===== src/rtl/register_file_pkg.sv =====
// register_file_pkg: shared widths, ABI register indices and reset values for the RV32 datapath.
package register_file_pkg;
   localparam int DATA_WIDTH = 32;
   localparam int ADDR_WIDTH = 5;
   localparam int ZERO = 0;
   localparam int RA   = 1;
   localparam int SP   = 2;
   localparam int GP   = 3;
   localparam logic [DATA_WIDTH-1:0] SP_INIT = 32'h7FFF_EFFC;
   localparam logic [DATA_WIDTH-1:0] GP_INIT = 32'h1000_8000;
endpackage


===== src/rtl/register_file_if.sv =====
// register_file_if: write-back and dual read-port bundle between the pipeline and the register file.
interface register_file_if #(
   parameter int DATA_WIDTH = register_file_pkg::DATA_WIDTH,
   parameter int ADDR_WIDTH = register_file_pkg::ADDR_WIDTH
);
   logic                  Reg_Write_i;
   logic [ADDR_WIDTH-1:0] Write_Register_i;
   logic [ADDR_WIDTH-1:0] Read_Register_1_i;
   logic [ADDR_WIDTH-1:0] Read_Register_2_i;
   logic [DATA_WIDTH-1:0] Write_Data_i;
   logic [DATA_WIDTH-1:0] Read_Data_1_o;
   logic [DATA_WIDTH-1:0] Read_Data_2_o;
   modport master (
      output Reg_Write_i, Write_Register_i, Read_Register_1_i, Read_Register_2_i, Write_Data_i,
      input  Read_Data_1_o, Read_Data_2_o
   );
   modport slave (
      input  Reg_Write_i, Write_Register_i, Read_Register_1_i, Read_Register_2_i, Write_Data_i,
      output Read_Data_1_o, Read_Data_2_o
   );
endinterface


===== src/rtl/register_file_data_register.sv =====
// data_register: one architectural register with enable and a per-instance asynchronous reset value.
module data_register #(
   parameter int              WIDTH       = 32,
   parameter logic [WIDTH-1:0] RESET_VALUE = '0
) (
   input  logic             clk,
   input  logic             reset,
   input  logic             i_en,
   input  logic [WIDTH-1:0] i_d,
   output logic [WIDTH-1:0] o_q
);
   logic [WIDTH-1:0] r_q;
   always_ff @(posedge clk or negedge reset)
      if (!reset) r_q <= RESET_VALUE;
      else if (i_en) r_q <= i_d;
   assign o_q = r_q;
endmodule


===== src/rtl/register_file.sv =====
// register_file: 2**ADDR_WIDTH x DATA_WIDTH integer registers, x0 hardwired to zero,
// one synchronous write port and two combinational read ports without write-through.
module register_file #(
   parameter int                    DATA_WIDTH = register_file_pkg::DATA_WIDTH,
   parameter int                    ADDR_WIDTH = register_file_pkg::ADDR_WIDTH,
   parameter logic [DATA_WIDTH-1:0] SP_INIT    = register_file_pkg::SP_INIT,
   parameter logic [DATA_WIDTH-1:0] GP_INIT    = register_file_pkg::GP_INIT
) (
   input logic             clk,
   input logic             reset,
   register_file_if.slave  bus
);
   import register_file_pkg::*;
   localparam int NUM_REGS = 2 ** ADDR_WIDTH;
   logic [DATA_WIDTH-1:0] w_regs [NUM_REGS];
   logic [NUM_REGS-1:1]   w_we;
   assign w_regs[ZERO] = '0;
   // x0 has no storage; each remaining index gets its own enable from the one-hot decode
   for (genvar g = 1; g < NUM_REGS; g++) begin : g_reg
      assign w_we[g] = bus.Reg_Write_i & (bus.Write_Register_i == ADDR_WIDTH'(g));
      data_register #(
         .WIDTH       (DATA_WIDTH),
         .RESET_VALUE (g == SP ? SP_INIT : g == GP ? GP_INIT : {DATA_WIDTH{1'b0}})
      ) u_reg (
         .clk   (clk),
         .reset (reset),
         .i_en  (w_we[g]),
         .i_d   (bus.Write_Data_i),
         .o_q   (w_regs[g])
      );
   end
   assign bus.Read_Data_1_o = w_regs[bus.Read_Register_1_i];
   assign bus.Read_Data_2_o = w_regs[bus.Read_Register_2_i];
endmodule

===== src/flat_wrapper.sv =====
// flat-port wrapper written by rule: the top's interface ports become plain ports
module register_file_flat import register_file_pkg::*;
#(
   parameter int                    DATA_WIDTH = register_file_pkg::DATA_WIDTH,
   parameter int                    ADDR_WIDTH = register_file_pkg::ADDR_WIDTH,
   parameter logic [DATA_WIDTH-1:0] SP_INIT    = register_file_pkg::SP_INIT,
   parameter logic [DATA_WIDTH-1:0] GP_INIT    = register_file_pkg::GP_INIT
)
  (clk, reset, bus_Reg_Write_i, bus_Write_Register_i, bus_Read_Register_1_i, bus_Read_Register_2_i, bus_Write_Data_i, bus_Read_Data_1_o, bus_Read_Data_2_o);
  register_file_if #(.DATA_WIDTH(DATA_WIDTH), .ADDR_WIDTH(ADDR_WIDTH)) bus_i ();
  input logic clk;
  input logic reset;
  input wire logic [$bits(bus_i.Reg_Write_i)-1:0] bus_Reg_Write_i;
  input wire logic [$bits(bus_i.Write_Register_i)-1:0] bus_Write_Register_i;
  input wire logic [$bits(bus_i.Read_Register_1_i)-1:0] bus_Read_Register_1_i;
  input wire logic [$bits(bus_i.Read_Register_2_i)-1:0] bus_Read_Register_2_i;
  input wire logic [$bits(bus_i.Write_Data_i)-1:0] bus_Write_Data_i;
  output wire logic [$bits(bus_i.Read_Data_1_o)-1:0] bus_Read_Data_1_o;
  output wire logic [$bits(bus_i.Read_Data_2_o)-1:0] bus_Read_Data_2_o;
  assign bus_i.Reg_Write_i = bus_Reg_Write_i;
  assign bus_i.Write_Register_i = bus_Write_Register_i;
  assign bus_i.Read_Register_1_i = bus_Read_Register_1_i;
  assign bus_i.Read_Register_2_i = bus_Read_Register_2_i;
  assign bus_i.Write_Data_i = bus_Write_Data_i;
  assign bus_Read_Data_1_o = bus_i.Read_Data_1_o;
  assign bus_Read_Data_2_o = bus_i.Read_Data_2_o;
  register_file #(.DATA_WIDTH(DATA_WIDTH), .ADDR_WIDTH(ADDR_WIDTH), .SP_INIT(SP_INIT), .GP_INIT(GP_INIT)) u_core (.clk(clk), .reset(reset), .bus(bus_i));
endmodule

===== config.mk =====
export PLATFORM = sky130hd
export DESIGN_NAME = register_file_flat
export DESIGN_NICKNAME = d
export VERILOG_FILES = /design/src/rtl/register_file_pkg.sv /design/src/rtl/register_file_if.sv /design/src/rtl/register_file_data_register.sv /design/src/rtl/register_file.sv /design/src/flat_wrapper.sv
export SDC_FILE = /design/constraint.sdc
export NUM_CORES = 2
export LEC_CHECK = 0
export BUFFER_PORTS_ARGS = -buffer_cell sky130_fd_sc_hd__buf_2
export CAP_MARGIN = 20
export CORE_MARGIN = 5
export CORE_UTILIZATION = 53
export DETAILED_ROUTE_END_ITERATION = 16
export GPL_ROUTABILITY_DRIVEN = 0
export PLACE_DENSITY = 0.69
export RECOVER_POWER = 25
export SYNTH_ARGS = -nofsm -noshare
export SYNTH_HDL_FRONTEND = slang
export SYNTH_SLANG_ARGS = --single-unit

===== constraint.sdc =====
create_clock -name clk -period 3.2 [get_ports clk]
set_input_delay 0.64 -clock clk [delete_from_list [all_inputs] [get_ports clk]]
set_output_delay 0.64 -clock clk [all_outputs]
set_load 0.005 [all_outputs]

==> flow_summary.json <==
{
  "clock.fmax_mhz": 312,
  "cp-end-kind": "primary output",
  "setup_viol": 2,
  "layout_min_cycle_time_ns": 3.21,
  "yosysUniqueCellTypes": 33,
  "die_y_um": 327,
  "relSlewSlack_pct": -13.9,
  "htree_num_levels": 3,
  "first_pass_iters": 5,
  "setup_slack_ns": -0.00551,
  "coreArea_mm2": 0.0999,
  "critPathBufInv": 4,
  "grt.busiest_layer": "met2",
  "via_per_inst": 6.89,
  "violations": "max-capacitance violations, max-slew violations, negative setup slack",
  "grt_pass1_wl_um": 244000,
  "grt_pass1_vias": 36554,
  "areaGrowthSynthToFinish_pct": 15.4,
  "path_clk_slew_ns": 0.06,
  "syn_avg_cell_area_um2": 14.6,
  "slowest_delay_ns": 0.49,
  "layout-drive-gt1-share_pct": 54.6,
  "seqCellArea_mm2": 0.0249,
  "io_pins": 114,
  "grt_util_all_layers_pct": 30.3,
  "layout_commonest_cell": "mux2_2",
  "peakVddDrop_uv": 512,
  "hold_viol_final": 0,
  "multiInputGateArea_mm2": 0.0267,
  "clkLatencyLatePin_ns": 0.70,
  "num_vias": 35570,
  "use_met2_pct": 46.4,
  "clock_path_buffers": 3,
  "drc": 0,
  "cp_cell_sequence": "buf_12 -> buf_12 -> buf_12 -> mux4_2 -> a22o_1 -> o21ai_1 -> o31ai_1 -> buf_2",
  "grtUsageMet1_pct": 44.0,
  "status": "complete, but fails checks",
  "cts_buffers": 108,
  "critical_path.startpoint_type": "primary input",
  "wl_per_cell_um": 31.6,
  "cpLargestDelayFamily": "compound AO/OA/AOI/OAI gates",
  "maxCapViolCount": 1,
  "fin_crit_sh_pct": 100,
  "syn_inst": 3637,
  "root_buffer": "clkbuf_16",
  "syn_nets": 3687,
  "final_antenna_net_count": 0,
  "ys.warnings.count": 0,
  "start_util_pct": 53.3,
  "antenna_found_initial": 2,
  "clock_sinks": 992,
  "worst_pin_slew_ns": 1.71,
  "setup_tns_ns": -0.00918,
  "fp.dieArea_mm2": 0.107,
  "p_per_area_mw_per_mm2": 621,
  "hold_ws_ns": 0.515,
  "yosysSeqAreaShare_pct": 46.7,
  "drtIter0Drc": 3805,
  "cts_tree": "yes",
  "grt_max_degree": 115,
  "p_leak_nw": 26.9,
  "hpwl_um": 97800,
  "crit_top_cell": "buf_12",
  "arrival_ns": 2.57,
  "skew_ns": 0,
  "netlist_area_mm2": 0.0532,
  "io_buffers": 113,
  "cp.required_ns": 2.56,
  "drv_slew": 39,
  "largest_reg_flops": 992,
  "final_cell_mix": "1040 x mux2_2, 962 x dfrtp_1, 384 x mux4_2",
  "synth-seq-cells": 992,
  "globalRouteOverflowTotal": 0,
  "path_class": "in2out",
  "wirelength_um": 163000,
  "rsz0062_at_grt": "true",
  "die_w_um": 327,
  "hold_class": "reg2reg",
  "row_count": 116,
  "fill_cells": 7520,
  "critPathMaxFanout": 11,
  "grtUsageMet3_pct": 7.03,
  "crit_path_top_delay_cell": "mux4_2",
  "num-nets-final": 3821
}
==> logic make-up (layout without fill, tap and decap cells) <==
| family | Yosys count | count (layout) | share of synthesized area [%] |
|---|---|---|---|
| AO/OA/AOI/OAI | 448 | 448 | 6.32 |
| other | 0 | 1 | 0 |
| multiplexers | 1600 | 1600 | 41.6 |
| AND/OR/NAND/NOR | 189 | 189 | 1.81 |
| buffers and inverters | 408 | 635 | 3.53 |
| flip-flops | 992 | 992 | 46.7 |
==> routing by layer <==
layer / up-vias / wire [µm]
met3: 332 / 15100
li1: 14372 / -
met2: 1751 / 75200
met4: 2 / 4980
met1: 19113 / 68100
met5: - / 13
==> final timing paths <==
| path | from | to | slack [ns] | cells after the start |
|---|---|---|---|---|
| max | bus_Read_Register_2_i[0] | bus_Read_Data_2_o[31] | -0.006 | 8 |
| min | u_core.g_reg[13].u_reg.o_q[12] | u_core.g_reg[13].u_reg.o_q[12] | 0.51 | 1 |
| max reg2reg | u_core.g_reg[5].u_reg.o_q[8] | u_core.g_reg[5].u_reg.o_q[8] | 2.39 | 1 |
| min reg2reg | u_core.g_reg[13].u_reg.o_q[12] | u_core.g_reg[13].u_reg.o_q[12] | 0.51 | 1 |
| max in group asynchronous | reset | u_core.g_reg[7].u_reg.o_q[2] | 0.35 | 4 |
| min in group asynchronous | reset | u_core.g_reg[6].u_reg.o_q[29] | 0.95 | 2 |
==> cells in the mapped netlist (all sizes together) <==
library cell	instances	area share (%)
mux2i	160	3.0
nor3b	2	0.038
nand4	1	0.012
dfrtp	962	45
nor3	3	0.028
mux4	384	16
or3	1	0.012
nor2	15	0.11
nand4b	3	0.049
nand3	1	0.0094
o22ai	64	0.75
nand2	79	0.56
o31ai	64	0.90
and2	34	0.40
clkbuf	218	1.5
inv	2	0.014
o21ai	64	0.60
and3	32	0.38
nand2b	7	0.082
mux2	1056	22
nor4	1	0.024
a22o	192	3.2
nor2b	10	0.12
buf	188	2.0
a211oi	64	0.90
dfstp	30	1.5
==> power breakdown <==
group	internal, mW	switching (mW)	total [mW]	leakage (nW)
logic	4.84	3.05	7.89	12.4
clock network	7.93	5.33	13.3	1.90
registers	15.1	1.89	17.0	12.6
==> metrics by stage <==
| step | worst slack [ns] | util [%] | cells | power (mW) | instance area (µm²) |
|---|---|---|---|---|---|
| 2_1_floorplan | 0.413 | - | 3637 | 22.3 | 53200 |
| 3_3_place_gp | -0.201 | 57.3 | 4923 | 24.5 | 57300 |
| 3_5_place_dp | -0.143 | 57.3 | 4923 | 24.9 | 57300 |
| 4_1_cts | 0.00449 | 61.2 | 5128 | 38.1 | 61200 |
| 5_1_grt | -0.0107 | 61.5 | 5163 | 39.6 | 61400 |
| 6_report | -0.00551 | 61.5 | 5163 | 38.1 | 61400 |
==> final cells by class <==
| cell class | instances | area share [%] |
|---|---|---|
| well taps | 1298 | 2.65 |
| clock inverters | 48 | 0.950 |
| flip-flops and latches | 992 | 40.5 |
| multi-input cells | 2237 | 43.6 |
| repair buffers | 430 | 7.08 |
| diodes | 1 | 0.00408 |
| inverters | 2 | 0.0143 |
| clock buffers | 155 | 5.23 |
==> repair_timing <==
action                     4_1_cts  5_1_grt
hold endpoints to repair        21        0
setup buffers                    0       30
gates resized for setup         10       11
hold buffers                     1        0
cloned                           1        4
setup endpoints to repair        6       21
No activity file was read; power rests on OpenSTA's default activity.
